### config.mk
export PLATFORM = sky130hd
export DESIGN_NAME = finish_seq_ctrl
export DESIGN_NICKNAME = d
export VERILOG_FILES = /design/src/rtl/finish_seq_ctrl.sv
export SDC_FILE = /design/constraint.sdc
export NUM_CORES = 1
export LEC_CHECK = 0
export BUFFER_PORTS_ARGS = -buffer_cell sky130_fd_sc_hd__buf_2
export CAP_MARGIN = 15
export CELL_PAD_IN_SITES_DETAIL_PLACEMENT = 1
export CELL_PAD_IN_SITES_GLOBAL_PLACEMENT = 2
export CORE_MARGIN = 2
export CORE_UTILIZATION = 34
export CTS_CLUSTER_SIZE = 20
export DETAILED_ROUTE_END_ITERATION = 10
export PLACE_DENSITY_LB_ADDON = 0.15
export SLEW_MARGIN = 20
export SYNTH_ARGS = -nofsm -noshare
export SYNTH_HDL_FRONTEND = slang
export SYNTH_SLANG_ARGS = --single-unit
### constraint.sdc
create_clock -name clk -period 3.7 [get_ports clk]
set_clock_uncertainty 0.2 [all_clocks]
set_input_delay 0.555 -clock clk [delete_from_list [all_inputs] [get_ports clk]]
set_output_delay 0.555 -clock clk [all_outputs]
set_load 0.05 [all_outputs]
### src/rtl/finish_seq_ctrl.sv
// Race finish overlay sequencer: slides the finish box in, holds it, then waits for an ack.
// Optional macro FINISH_BLINK_EN enables text blinking during HOLD.
module finish_seq_ctrl #(
  parameter int unsigned SLIDE_START  = 320,
  parameter int unsigned SLIDE_STEP   = 8,
  parameter int unsigned HOLD_FRAMES  = 120,
  parameter int unsigned BLINK_PERIOD = 15
) (
  input  logic       clk,
  input  logic       reset,
  input  logic       frame_tick,
  input  logic       finish_evt,
  input  logic [1:0] winner_in,
  input  logic       ack,
  output logic       box_en,
  output logic [9:0] y_offset,
  output logic       text_en,
  output logic [1:0] winner_id,
  output logic       busy,
  output logic       done
);

  if (SLIDE_START > 1023 || SLIDE_STEP == 0 || HOLD_FRAMES == 0 || HOLD_FRAMES > 256 ||
      BLINK_PERIOD == 0 || BLINK_PERIOD > 256) begin : g_bad_param
    $error("finish_seq_ctrl: parameter out of range");
  end

  typedef enum logic [1:0] {IDLE, SLIDE, HOLD, WAIT_ACK} state_t;

  localparam logic [9:0] START     = 10'(SLIDE_START);
  localparam logic [9:0] STEP      = 10'(SLIDE_STEP);
  localparam logic [7:0] HOLD_LAST = 8'(HOLD_FRAMES - 1);

  state_t     state, state_nxt;
  logic [9:0] y_nxt;
  logic [7:0] frame_cnt, frame_nxt;
  logic [1:0] winner_nxt;
  logic       done_nxt;

  always_ff @(posedge clk) begin
    if (reset) begin
      state     <= IDLE;
      y_offset  <= '0;
      frame_cnt <= '0;
      winner_id <= '0;
      done      <= 1'b0;
    end else begin
      state     <= state_nxt;
      y_offset  <= y_nxt;
      frame_cnt <= frame_nxt;
      winner_id <= winner_nxt;
      done      <= done_nxt;
    end
  end

  // A finish_evt coinciding with the done pulse is dropped; acceptance resumes next cycle.
  always_comb begin
    state_nxt  = state;
    y_nxt      = y_offset;
    frame_nxt  = frame_cnt;
    winner_nxt = winner_id;
    done_nxt   = 1'b0;
    unique case (state)
      IDLE: begin
        if (finish_evt && !done) begin
          state_nxt  = SLIDE;
          winner_nxt = winner_in;
          y_nxt      = START;
        end
      end
      SLIDE: begin
        if (frame_tick) begin
          if (y_offset > STEP) begin
            y_nxt = y_offset - STEP;
          end else begin
            y_nxt     = '0;
            state_nxt = HOLD;
            frame_nxt = '0;
          end
        end
      end
      HOLD: begin
        if (frame_tick) begin
          frame_nxt = frame_cnt + 8'd1;
          if (frame_cnt == HOLD_LAST) state_nxt = WAIT_ACK;
        end
      end
      WAIT_ACK: begin
        if (ack) begin
          state_nxt = IDLE;
          y_nxt     = '0;
          done_nxt  = 1'b1;
        end
      end
      default: state_nxt = IDLE;
    endcase
  end

  assign busy   = (state != IDLE);
  assign box_en = busy;

`ifdef FINISH_BLINK_EN
  localparam logic [7:0] BLINK_LAST = 8'(BLINK_PERIOD - 1);

  logic [7:0] blink_cnt, blink_nxt;
  logic       text_q, text_nxt;

  always_ff @(posedge clk) begin
    if (reset) begin
      blink_cnt <= '0;
      text_q    <= 1'b0;
    end else begin
      blink_cnt <= blink_nxt;
      text_q    <= text_nxt;
    end
  end

  always_comb begin
    blink_nxt = blink_cnt;
    text_nxt  = text_q;
    unique case (state)
      IDLE:     if (state_nxt == SLIDE) text_nxt = 1'b1;
      SLIDE: begin
        if (state_nxt == HOLD) begin
          text_nxt  = 1'b1;
          blink_nxt = '0;
        end
      end
      HOLD: begin
        if (state_nxt == WAIT_ACK) begin
          text_nxt = 1'b1;
        end else if (frame_tick) begin
          if (blink_cnt == BLINK_LAST) begin
            text_nxt  = ~text_q;
            blink_nxt = '0;
          end else begin
            blink_nxt = blink_cnt + 8'd1;
          end
        end
      end
      WAIT_ACK: if (state_nxt == IDLE) text_nxt = 1'b0;
      default:  text_nxt = 1'b0;
    endcase
  end

  assign text_en = text_q;
`else
  assign text_en = box_en;
`endif

endmodule
### Yosys cells after proc, flatten, opt, wreduce, memory -nomap -nowiden

Index checks and enable logic that the tools add are counted.
Widths: inputs -> output; s select.

| storage, ports and cells | value |
|---|---|
| word-level logic and storage cells | 47 |
| register bits after elaboration | 23 |
| input port bits | 7 |
| output and inout port bits | 16 |

| cells by class | value |
|---|---|
| bitwise gates (word level) | 1 |
| equality and inequality tests | 10 |
| add/subtract/negate cells | 2 |
| multiplexer cells | 17 |
| magnitude comparators | 1 |
| reductions and logical operators | 11 |

Operators by type and width:

| operator | number |
|---|---|
| $mux 10 | 4 |
| $pmux 10 s3 | 1 |
| $mux 8 | 3 |
| $pmux 8 s2 | 1 |
| $mux 2 | 6 |
| $ne 2x2->1 const B | 6 |
| $gt 10x4->1 const B | 1 |
| $sub 10x4->10 const B | 1 |
| $add 8x1->8 const B | 1 |
| $eq 8x7->1 const B | 1 |
| $pmux 2 s4 | 1 |
| $reduce_and 4->1 | 2 |
| $reduce_and 6->1 | 1 |
| $eq 2x2->1 const B | 2 |
| $reduce_bool 2->1 | 2 |
| $reduce_bool 3->1 | 1 |
| $eq 2x1->1 const B | 1 |
| $logic_not 2->1 | 1 |
| $reduce_and 2->1 | 1 |
| $reduce_or 2->1 | 1 |
| $logic_and 1x1->1 | 1 |
| $logic_not 1->1 | 1 |
| $mux 1 | 1 |
| $not 1->1 | 1 |

### Depth between registers and ports, before layout

| logic depth | value |
|---|---|
| word-level depth | 4 |
| mapped depth | 6 |
| depth with buffers taken out | 6 |

### Worst setup path before layout

Ideal clock, no wire load.

| timing | value |
|---|---|
| path kind | reg2reg |
| start point | register y_offset[5] |
| end point | register frame_cnt[6] |
| arrival time | 1862 ps |
| buffers on the path | 0 |
| library setup time | 70 ps |
| required time | 3430 ps |
| period minus slack after synthesis | 2132 ps |
| slack | 1568 ps |
| stages on the path, launching flop included | 5 |
| cell sequence | dfxtp_1 > nor4_4 > a31oi_4 > or4_1 > a21oi_1 |

| between the ends | value |
|---|---|
| longest elaborated chain between the ends | 3 |

Ends and longest elaborated chain:

| what | line | text |
|---|---|---|
| start: declaration | 16 | `output logic [9:0] y_offset,` |
| start signal: assignment | 49 | `y_offset <= y_nxt;` |
| $gt 10x4->1 | 73 | `if (y_offset > STEP) begin` |
| $ne 2x2->1 (no source line) | - |  |
| $reduce_and 4->1 (no source line) | - |  |
| end signal: assignment | 50 | `frame_cnt <= frame_nxt;` |
| end: declaration | 36 | `logic [7:0] frame_cnt, frame_nxt;` |

No other way between the ends.
A chain may end at the register's enable or synchronous reset.

### Worst setup path in the final report

| timing | value |
|---|---|
| start point | register state[0] |
| end point | output busy |

| between the ends | value |
|---|---|
| longest elaborated chain between the ends | 1 |

Ends and longest elaborated chain:

| what | line | text |
|---|---|---|
| start: declaration | 34 | `state_t state, state_nxt;` |
| start signal: assignment | 48 | `state <= state_nxt;` |
| $reduce_bool 2->1 | 99 | `assign busy = (state != IDLE);` |
| end: declaration | 19 | `output logic busy,` |

No other way between the ends.

==> flow_metrics.py <==
metrics = {
    "global_routing": {
        "global_route_wire_length_before_repair_microns": 5230,
        "antenna_found_initial": 0,
        "overflow": 0,
        "via_count_of_the_first_global_routing_pass": 1123,
        "grt_use_total_pct": 16.27,
        "grt_max_degree": 18,
    },
    "cts": {
        "tritoncts.num_buffers": 3,
        "cts.clk_slew.worst_paths_ns": 0.12,
        "clkLatencyLatePin_ns": 0.31,
        "cts.path.max_buffers": 2,
        "cts_root_buffer": "sky130_fd_sc_hd__clkbuf_4",
        "sinks_on_clock_net": 20,
        "tritoncts": "built",
        "post_cts_resize_count": 0,
        "cts-htree-levels": 1,
        "post_cts_buffers": 0,
        "postCtsHoldBufs": 0,
    },
    "worst_setup_path": {
        "cpPeakStageDelay_ns": 0.39,
        "path_max_fanout": 6,
        "timing.critical_path.buf_inv": 3,
        "timing.critical_path.slowest_stage_cell": "sky130_fd_sc_hd__dfxtp_1",
        "worst_setup_path_startpoint": "state[0]$_SDFFE_PP0P_",
        "criticalPathCategory": "reg -> out",
        "end_kind": "output port",
        "critical_path_required_ns": 2.94,
        "r2r_start": "state[1]$_SDFFE_PP0P_",
        "timing.critical_path.cells": "inv_1, ha_1, inv_1, buf_2",
        "path_common_cell": "sky130_fd_sc_hd__inv_1",
        "critical_path.startpoint_type": "register",
        "worst_endpoint_data_arrival_time_ns": 1.56,
        "path_delay_family": "buffers and inverters",
    },
    "logic_synthesis": {
        "synth_enable_flop_cells": 0,
        "synth_async_sr_flop_share_pct": 0,
        "postSynthAreaPerCell_sq_um": 8.492,
        "netlist_instances": 141,
        "ys_ff_latch": 20,
        "syn-cell-area_sq_um": 1197,
        "yosys_most_used_dff": "sky130_fd_sc_hd__dfxtp_1",
        "synth-warning-count": 0,
        "synth-seq-area-share_pct": 33.44,
        "synth.lib_cells_used.distinct": 44,
    },
    "die": {
        "total_die_area_sq_um": 4013,
        "die_height_microns": 63.35,
        "design.portCount": 23,
        "rows": 21,
        "floorplan.core_area_sq_um": 3363,
        "initial_core_util_pct": 35.60,
        "die_w_microns": 63.35,
    },
    "sta": {
        "worst_hold_margin_ns": 0.2638,
        "fmax_mhz": 432.4,
        "grt_setup_unrepaired": "false",
        "period_needed_ns": 2.313,
        "final_setup_viols": 0,
        "slew-limit-headroom_pct": 50.99,
        "setup_total_negative_slack_ns": 0,
        "setup_slack_ns": 1.387,
        "maxSlewViolCount": 0,
        "worst-slew-pin-transition_ns": 0.7344,
        "hold_violations": 0,
        "timing.final.crit_share_pct": 62.51,
    },
    "detailed_routing": {
        "detailedRoute.firstPassIterationCount": 4,
        "topRoutingLayerUsed": "met4",
        "drc": 0,
        "routed_wirelength_microns": 2959,
        "initial_drt_markers": 21,
        "dr_wl_met3_microns": 148,
        "drt-vias-per-instance": 5.385,
        "routedLengthMet1_microns": 1361,
        "via_count_of_the_routed_design": 1104,
        "ant_nets": 0,
        "wire_per_inst_microns": 14.43,
        "met2_wire_length_microns": 1395,
    },
    "place": {
        "preCtsSetupSlack_ns": 1.525,
        "place_inst": 201,
        "hpwlAfterDp_microns": 2278,
        "gp_congestion": 0.6621,
        "dpl_cell_area_sq_um": 1313,
        "io_buffers": 19,
    },
    "layout": {
        "finalNetCount": 174,
        "layout-drive-gt1-share_pct": 20.75,
        "layout-area-overhead-vs-synth_pct": 12.64,
        "diodes": 0,
        "finalInstanceArea_sq_um": 1349,
        "instances_no_fill": 205,
    },
    "flow_run": {
        "number_of_max_cap_violations": 0,
    },
    "power": {
        "vdd.ir_drop.worst_mv": 0.3502,
        "leakage_nw": 0.5278,
        "power_per_cell_area_nw_per_um2": 756.5,
    },
    "hold_path": {
        "holdCritPathClass": "reg -> reg",
        "holdCritStartpoint": "winner_id[1]$_SDFFE_PP0P_",
    },
    "run_status": {
        "outcome": "completed",
    },
}
-- kinds of logic after synthesis --
logic type / after synthesis / share of synthesized area (%)
buf+inv: 15 / 6.270
fa+ha+maj: 7 / 7.314
xor+xnor: 1 / 0.7316
simple gates: 55 / 25.81
compound gates: 40 / 24.45
mux: 2 / 1.672
other cells: 1 / 0.3132
flops: 20 / 33.44
-- area by class of cell --
class	count	area, sq um
multi-input combinational	108	729.5
timing repair buffer	19	95.09
fill	447	2014
inverter	8	30.03
sequential	20	400.4
tap	46	57.56
clock buffer	4	36.28
-- worst register-to-register path, delay by kind of cell (launching register included) --
family / cells / cell delay, ns
AOI/OAI and AO/OA: 2 / 0.25
and+or+nand+nor: 2 / 0.82
buffers and inverters: 1 / 0.09
DFF: 1 / 0.43
adders and majority gates: 1 / 0.30
-- per-layer routing --
metal	global-route usage [%]	vias up
li1	-	547
met1	19.26	524
met2	27.50	26
met3	5.357	7
met4	5.435	0
met5	0	-
-- placed cells by master (no fill, tap or decap), types with 2 or more instances in the layout --
cell                       count
sky130_fd_sc_hd__and2_1        3
sky130_fd_sc_hd__nand2_1      12
sky130_fd_sc_hd__nor2b_1       2
sky130_fd_sc_hd__inv_1         8
sky130_fd_sc_hd__o32ai_1       2
sky130_fd_sc_hd__nor2_1        8
sky130_fd_sc_hd__a21oi_1      13
sky130_fd_sc_hd__clkbuf_4      3
sky130_fd_sc_hd__conb_1        3
sky130_fd_sc_hd__a31oi_1       3
sky130_fd_sc_hd__ha_1          7
sky130_fd_sc_hd__or3_1         2
sky130_fd_sc_hd__nand3_1       6
sky130_fd_sc_hd__dfxtp_1      20
sky130_fd_sc_hd__mux2i_1       2
sky130_fd_sc_hd__or3_2         4
sky130_fd_sc_hd__buf_2        19
sky130_fd_sc_hd__nand4_1       3
sky130_fd_sc_hd__nor4_1        2
sky130_fd_sc_hd__nand2b_1      7
sky130_fd_sc_hd__o21ai_0       5
sky130_fd_sc_hd__o31ai_1       2
-- path summary, 6_finish.rpt --
check | endpoint | slack, ns | cells past startpoint
max reg2reg | frame_cnt[6]$_SDFFE_PP0P_ | 1.55 | 6
max | busy | 1.39 | 4
min | winner_id[1]$_SDFFE_PP0P_ | 0.26 | 2
min reg2reg | winner_id[1]$_SDFFE_PP0P_ | 0.26 | 2
-- synth_stat cells (3+ instances only) --
master | instances | share of area [%]
sky130_fd_sc_hd__nand4_1 | 3 | 1.6
sky130_fd_sc_hd__and2_1 | 3 | 1.6
sky130_fd_sc_hd__dfxtp_1 | 20 | 33
sky130_fd_sc_hd__a31oi_1 | 3 | 1.6
sky130_fd_sc_hd__o21ai_0 | 5 | 2.1
sky130_fd_sc_hd__inv_1 | 8 | 2.5
sky130_fd_sc_hd__nor2_1 | 8 | 2.5
sky130_fd_sc_hd__nand2_1 | 12 | 3.8
sky130_fd_sc_hd__or3_2 | 4 | 2.5
sky130_fd_sc_hd__nand3_1 | 6 | 2.5
sky130_fd_sc_hd__a21oi_1 | 13 | 5.4
sky130_fd_sc_hd__nand2b_1 | 7 | 3.7
sky130_fd_sc_hd__buf_4 | 5 | 3.1
sky130_fd_sc_hd__ha_1 | 7 | 7.3
-- state kept, by name, summed over array words and instances (netlist names) --
register   flops
frame_cnt      8
y_offset       7
done           1
winner_id      2
state          2
-- per-stage QoR --
| stage | util [%] | total power, W |
|---|---|---|
| 6_report | 40.10 | 0.001020 |
| 5_1_grt | 40.10 | 0.001105 |
| 4_1_cts | 40.10 | 0.001034 |
| 3_5_place_dp | 39.03 | 0.0008910 |
| 3_3_place_gp | 39.03 | 0.0008739 |
| 2_1_floorplan | - | 0.0007787 |
-- power breakdown --
group	leakage [nW]	internal, W	switching (W)
clock network	0.0210	0.0000601	0.0000748
logic	0.344	0.000174	0.000406
registers	0.163	0.000254	0.0000517
total	0.528	0.000488	0.000532
Power figures use the tool's default switching activity.
